--- src/rtl/m_mem_exc_check.sv ---
// m_mem_exc_check: M-stage load/store address-exception checker with a one-entry CP0 record
//
// Ports:
//   clk, reset (async, active-low)
//   req_valid/req_we/req_size/req_addr/req_pc/req_ovf : M-stage memory request
//   flush            : discards any pending record
//   mem_kill         : combinational kill of DM/device access this cycle
//   exc_valid/exc_code/exc_badvaddr/exc_pc : pending record, held until exc_ack
//   exc_ack          : CP0 consumed the record
//   stat_adel/stat_ades/stat_drop : saturating counters, built only with MEM_EXC_STAT_EN
module m_mem_exc_check #(
    parameter logic [31:0]          DM_LAST    = 32'h0000_2fff,
    parameter int                   DEV_NUM    = 3,
    parameter logic [DEV_NUM*32-1:0] DEV_BASE  = {32'h7f20, 32'h7f10, 32'h7f00},
    parameter logic [DEV_NUM*32-1:0] DEV_LAST  = {32'h7f23, 32'h7f1b, 32'h7f0b},
    parameter logic [DEV_NUM-1:0]   TIMER_MASK = 3'b011,
    parameter int                   CNT_W      = 16
) (
    input  logic             clk,
    input  logic             reset,
    input  logic             req_valid,
    input  logic             req_we,
    input  logic [1:0]       req_size,
    input  logic [31:0]      req_addr,
    input  logic [31:0]      req_pc,
    input  logic             req_ovf,
    input  logic             flush,
    output logic             mem_kill,
    output logic             exc_valid,
    output logic [4:0]       exc_code,
    output logic [31:0]      exc_badvaddr,
    output logic [31:0]      exc_pc,
    input  logic             exc_ack,
    output logic [CNT_W-1:0] stat_adel,
    output logic [CNT_W-1:0] stat_ades,
    output logic [CNT_W-1:0] stat_drop
);
    typedef enum logic {IDLE, PEND} state_t;

    state_t       state_q, state_d;
    logic [4:0]   code_q, code_d;
    logic [31:0]  bad_q, bad_d, pc_q, pc_d;
    logic [DEV_NUM-1:0] dev_hit, dev_tmr;
    logic         unalign, err, capture, drop;

    // req_size[1] set means word (size 3 is treated as word)
    for (genvar g = 0; g < DEV_NUM; g++) begin : g_dev
        assign dev_hit[g] = req_addr >= DEV_BASE[g*32 +: 32] && req_addr <= DEV_LAST[g*32 +: 32];
        assign dev_tmr[g] = TIMER_MASK[g] & dev_hit[g] &
                            (~req_size[1] | (req_we & (req_addr == DEV_BASE[g*32 +: 32] + 32'd8)));
    end

    assign unalign  = req_size[1] ? |req_addr[1:0] : req_size[0] & req_addr[0];
    assign err      = unalign | ~(req_addr <= DM_LAST || |dev_hit) | |dev_tmr | req_ovf;
    assign mem_kill = req_valid & err;

    always_comb begin
        capture = mem_kill & ~flush & (state_q == IDLE | exc_ack);
        drop    = mem_kill & ~flush & state_q == PEND & ~exc_ack;
        state_d = flush ? IDLE : capture ? PEND : exc_ack ? IDLE : state_q;
        code_d  = capture ? (req_we ? 5'd5 : 5'd4) : code_q;
        bad_d   = capture ? req_addr : bad_q;
        pc_d    = capture ? req_pc : pc_q;
    end

    always_ff @(posedge clk or negedge reset) begin
        if (!reset) begin
            state_q <= IDLE;
            code_q  <= '0;
            bad_q   <= '0;
            pc_q    <= '0;
        end else begin
            state_q <= state_d;
            code_q  <= code_d;
            bad_q   <= bad_d;
            pc_q    <= pc_d;
        end
    end

    assign exc_valid    = state_q == PEND;
    assign exc_code     = code_q;
    assign exc_badvaddr = bad_q;
    assign exc_pc       = pc_q;

`ifdef MEM_EXC_STAT_EN
    logic [CNT_W-1:0] adel_q, adel_d, ades_q, ades_d, drop_q, drop_d;

    always_comb begin
        adel_d = (mem_kill & ~req_we & ~&adel_q) ? adel_q + CNT_W'(1) : adel_q;
        ades_d = (mem_kill &  req_we & ~&ades_q) ? ades_q + CNT_W'(1) : ades_q;
        drop_d = (drop & ~&drop_q) ? drop_q + CNT_W'(1) : drop_q;
    end

    always_ff @(posedge clk or negedge reset) begin
        if (!reset) begin
            adel_q <= '0;
            ades_q <= '0;
            drop_q <= '0;
        end else begin
            adel_q <= adel_d;
            ades_q <= ades_d;
            drop_q <= drop_d;
        end
    end

    assign stat_adel = adel_q;
    assign stat_ades = ades_q;
    assign stat_drop = drop_q;
`else
    assign stat_adel = '0;
    assign stat_ades = '0;
    assign stat_drop = '0;
`endif
endmodule

--- config.mk ---
export PLATFORM = sky130hd
export DESIGN_NAME = m_mem_exc_check
export DESIGN_NICKNAME = d
export VERILOG_FILES = /design/src/rtl/m_mem_exc_check.sv
export SDC_FILE = /design/constraint.sdc
export NUM_CORES = 1
export LEC_CHECK = 0
export ABC_CLOCK_PERIOD_IN_PS = 2000
export CORE_MARGIN = 5
export CORE_UTILIZATION = 35
export DETAILED_ROUTE_END_ITERATION = 16
export HOLD_SLACK_MARGIN = 0.1
export MAX_ROUTING_LAYER = met4
export PLACE_DENSITY = 0.72
export SLEW_MARGIN = 40
export SYNTH_ARGS = -nofsm -noshare
export SYNTH_HDL_FRONTEND = slang
export SYNTH_SLANG_ARGS = --single-unit
--- constraint.sdc ---
create_clock -name clk -period 2 [get_ports clk]
set_clock_uncertainty 0.05 [all_clocks]
set_input_delay 0.3 -clock clk [delete_from_list [all_inputs] [get_ports clk]]
set_output_delay 0.3 -clock clk [all_outputs]
set_load 0.01 [all_outputs]
==> results.md <==
- The run finished with clean final reports.
- After detailed routing, the number of remaining DRC violations is 0.
- The number of antenna violations at the first check in global routing is 0.
- The region available for standard cell placement spans 10800 sq um.
- The number of synthesized flops with an enable pin is 0.
- The area of the mapped netlist is 3860 sq um.
- The largest stage delay on the critical path is 340 ps.
- The synthesized instance count is 446.
- In this run the number of H-tree levels came out at 3.
- The number of placement rows is 38.
- Counting distinct cell types in the post-synthesis netlist gives 28.
- The endpoint identified for the worst register-to-register timing path is exc_pc[18]$_DFFE_PN0P_.
- The antenna diode instance count is 0.
- The power per unit of standard cell area is 708 nW/um^2.
- After the first detailed-routing iteration, the DRC count stood at 229.
- The net count of the finished layout is 669.
- The routed design uses 6140 microns of met2 wire.
- The number of max-slew violations in the final report came to 0.
- For this configuration, the core starts out at a cell density of 0.356.
- The share of flip-flops with an asynchronous set or reset is 1.00.
- In this run the cell area measured after placement is 5410 sq um.
- The maximum VDD drop is 0.340 mV.
- Buffers inserted during clock tree synthesis total 9.
- The number of vias in the routed layout is 3749.
- The overall global routing resource usage is 0.186.
- The critical path is of the primary input to output pin type.
- The global-route wire length before repair is 19100 microns.
- The most instantiated flip-flop cell in the synthesis netlist is sky130_fd_sc_hd__dfrtp_1.
- Of the post-synthesis cell area, the dominant cell type holds 0.435.
- The combined buffer and inverter count along the critical path is 2.
- Entering global routing, the biggest net connects 54 pins.
- 192 I/O pins were placed.
- The clock period minus final worst setup slack is 1950 ps.
- The core occupancy in the finished layout is 0.524.
- The setup check on the worst reg-to-reg path leaves a slack of 690 ps.
- For this run the aggregate overflow at the end of global routing stands at 0.
- The sum of routed wire segments on met1 is 5190 microns.
- The standby leakage power is 2.40 nW.
- The congestion estimate from routability-driven global placement came to 0.818.
- By area the synthesized netlist is led by sky130_fd_sc_hd__dfrtp_1, sky130_fd_sc_hd__o211ai_1, sky130_fd_sc_hd__nand2_1.
- Clock latency on the worst-skew pair, taken at its later pin, is 340 ps.
- The total non-filler cell area in the finished layout is 5680 sq um.
- The vias per cell is 5.07.
- Signal routing reaches up to met4.
- The die outline height is 115 microns.
- Grouping stages by cell kind, the critical path spends the most delay in simple AND/OR/NAND/NOR gates.
- The startpoint of the lowest-slack register-to-register path is exc_valid$_DFFE_PN0P_.
- The required time at the worst-slack endpoint is 1650 ps.
- The floorplan step set the die width to 115 microns.
- The share of the yosys chip area belonging to registers is 0.435.
- The total number of yosys warnings is 0.
- Clock-pin slew was measured on the worst setup and hold paths at 70 ps.
- The die covers 13200 sq um.
- The critical path goes through buf_6 -> and4bb_2 -> nand4b_1 -> nor4_4 -> o21ai_2 -> and2_1 -> buf_2.
- TritonCTS built the clock tree.
- The half-perimeter wire length after detailed placement is 8810 microns.
- The start point of the worst hold path is req_addr[4].
- The worst setup path is launched from a primary input.
- Sorting the synthesized cells by how often they occur yields sky130_fd_sc_hd__nand2_1, sky130_fd_sc_hd__o211ai_1, sky130_fd_sc_hd__dfrtp_1, sky130_fd_sc_hd__buf_4, sky130_fd_sc_hd__inv_1.
- The number of maximum-capacitance violations is 0.
- Derived from the worst setup path, the maximum achievable clock frequency is 0.513 GHz.
- The buffer levels on the longest clock path is 2.
- The number of inserted filler cells in the final layout is 1032.
- The type of the tightest min-delay check is primary input to flip-flop.
- The root buffer selected by CTS is sky130_fd_sc_hd__clkbuf_8.
- The routed length per placed instance is 16.7 microns.
- The area growth from synthesis to layout is 47.2%.
- The routed design uses 852 microns of met3 wire.
- The critical path arrival is 1600 ps.
- The hold-critical path depth is 3.
- The first detailed-routing pass ran for 4 iterations.
- STA classifies the critical path endpoint as an output pin.
- Setup repair after global routing could not meet its margin everywhere.
- sky130_fd_sc_hd__dfrtp_1 takes more of the synthesized area than any other cell.
- The worst register-to-register path has a depth of 4.
- Dividing the synthesized area by the synthesized cell count gives 8.65 sq um.
- By instance count, the leading cell after synthesis is sky130_fd_sc_hd__nand2_1.
- On the critical path, the stage with the largest delay is an instance of sky130_fd_sc_hd__and4bb_2.
- Of all nets on the critical path, the largest fanout is 2.
- The clock net in this run drives a total of 67 sinks.
- Setup violations remaining at the end of the flow were counted as 0.
- The register bit total from synthesis is 67.
- The via count of the first global-routing pass was 3723.
- For hold timing, the worst endpoint is exc_badvaddr[4]$_DFFE_PN0P_.
- The post-route clock period utilization is 0.975.
- The final number of hold-violating endpoints is 0.
- The fraction of layout cells with a size suffix above 1 is 0.127.
- Buffers placed on the I/O ports in this run total 140.
- The number of routed nets with antenna violations is 0.
- The routed design has 12400 microns of wire.
## metal layers
metal | global-route usage | up-vias
met1 | 0.238 | 1827
li1 | - | 1760
met3 | 0.0326 | 15
met2 | 0.299 | 147
met5 | - | -
met4 | 0.0657 | 0
## tightest hold or removal path, cell delays in order
cell,delay (ps)
sky130_fd_sc_hd__clkbuf_2,110
sky130_fd_sc_hd__nand2_1,70
sky130_fd_sc_hd__o211ai_1,80
## worst max path at each step
stage                       from                           end  cells after the start
floorplan            req_addr[7]  exc_badvaddr[10]$_DFFE_PN0P_                      7
global placement     req_size[1]                      mem_kill                      8
detailed placement   req_addr[7]                      mem_kill                      7
CTS                 req_addr[25]                      mem_kill                      7
global route         req_addr[7]        exc_pc[22]$_DFFE_PN0P_                      8
finish               req_addr[7]                      mem_kill                      7
## cells in the final DEF, fill, tap and decap left out, types with 5 or more instances in the layout
cell / n
sky130_fd_sc_hd__buf_12: 6
sky130_fd_sc_hd__buf_4: 23
sky130_fd_sc_hd__buf_6: 8
sky130_fd_sc_hd__clkbuf_8: 11
sky130_fd_sc_hd__clkdlybuf4s15_1: 5
sky130_fd_sc_hd__clkdlybuf4s50_1: 103
sky130_fd_sc_hd__conb_1: 51
sky130_fd_sc_hd__dfrtp_1: 67
sky130_fd_sc_hd__dlygate4sd2_1: 16
sky130_fd_sc_hd__dlymetal6s2s_1: 7
sky130_fd_sc_hd__inv_1: 19
sky130_fd_sc_hd__nand2_1: 131
sky130_fd_sc_hd__o211ai_1: 113
## state kept, by name, summed over array words and instances, names as in the netlist
name and flops:
exc_badvaddr 32, exc_pc 32, exc_code 2, exc_valid 1
## final cells by class
| type | instances | area [sq um] | area share |
|---|---|---|---|
| clock buffer | 13 | 159 | 0.0280 |
| multi-input combinational | 324 | 1830 | 0.322 |
| tap | 140 | 175 | 0.0309 |
| sequential | 67 | 1680 | 0.295 |
| inverter | 19 | 71.3 | 0.0126 |
| timing repair buffer | 175 | 1730 | 0.305 |
| clock inverter | 2 | 35.0 | 0.00617 |
## cell families (layout without fill, tap and decap cells)
| kind of cell | count (synthesis) | after routing | synth area share |
|---|---|---|---|
| AO/OA/AOI/OAI | 123 | 123 | 0.240 |
| buffers and inverters | 105 | 209 | 0.162 |
| flip-flops | 67 | 67 | 0.435 |
| other | 1 | 51 | 0.000972 |
| AND/OR/NAND/NOR | 150 | 150 | 0.163 |
## power breakdown
| group | internal (mW) | leakage (nW) | switching, mW |
|---|---|---|---|
| registers | 1.56 | 0.827 | 0.170 |
| logic | 0.624 | 1.47 | 0.521 |
| clock network | 0.637 | 0.0995 | 0.508 |
| total | 2.82 | 2.40 | 1.20 |
## through the flow
step | setup TNS [ps] | setup slack, ps | std cells | power [mW] | hold WS [ps]
after CTS | 0 | 0.655 | 737 | 4.06 | 156
after floorplan | 0 | 235 | 496 | 2.22 | -45.6
after global routing | -4.48 | -4.27 | 740 | 4.24 | 198
after global placement | -28130 | -575 | 721 | 2.87 | 230
final | 0 | 49.4 | 740 | 4.02 | 214
after detailed placement | -34560 | -657 | 721 | 2.92 | 237
## repair_timing
action | CTS | global route
pin swaps | 16 | 16
endpoints found under the hold margin | 32 | 0
setup buffers | 2 | 3
gates resized for setup | 58 | 25
hold buffers | 1 | 0
setup endpoints to repair | 50 | 50
Note: power is estimated with default switching activity, not from simulation.
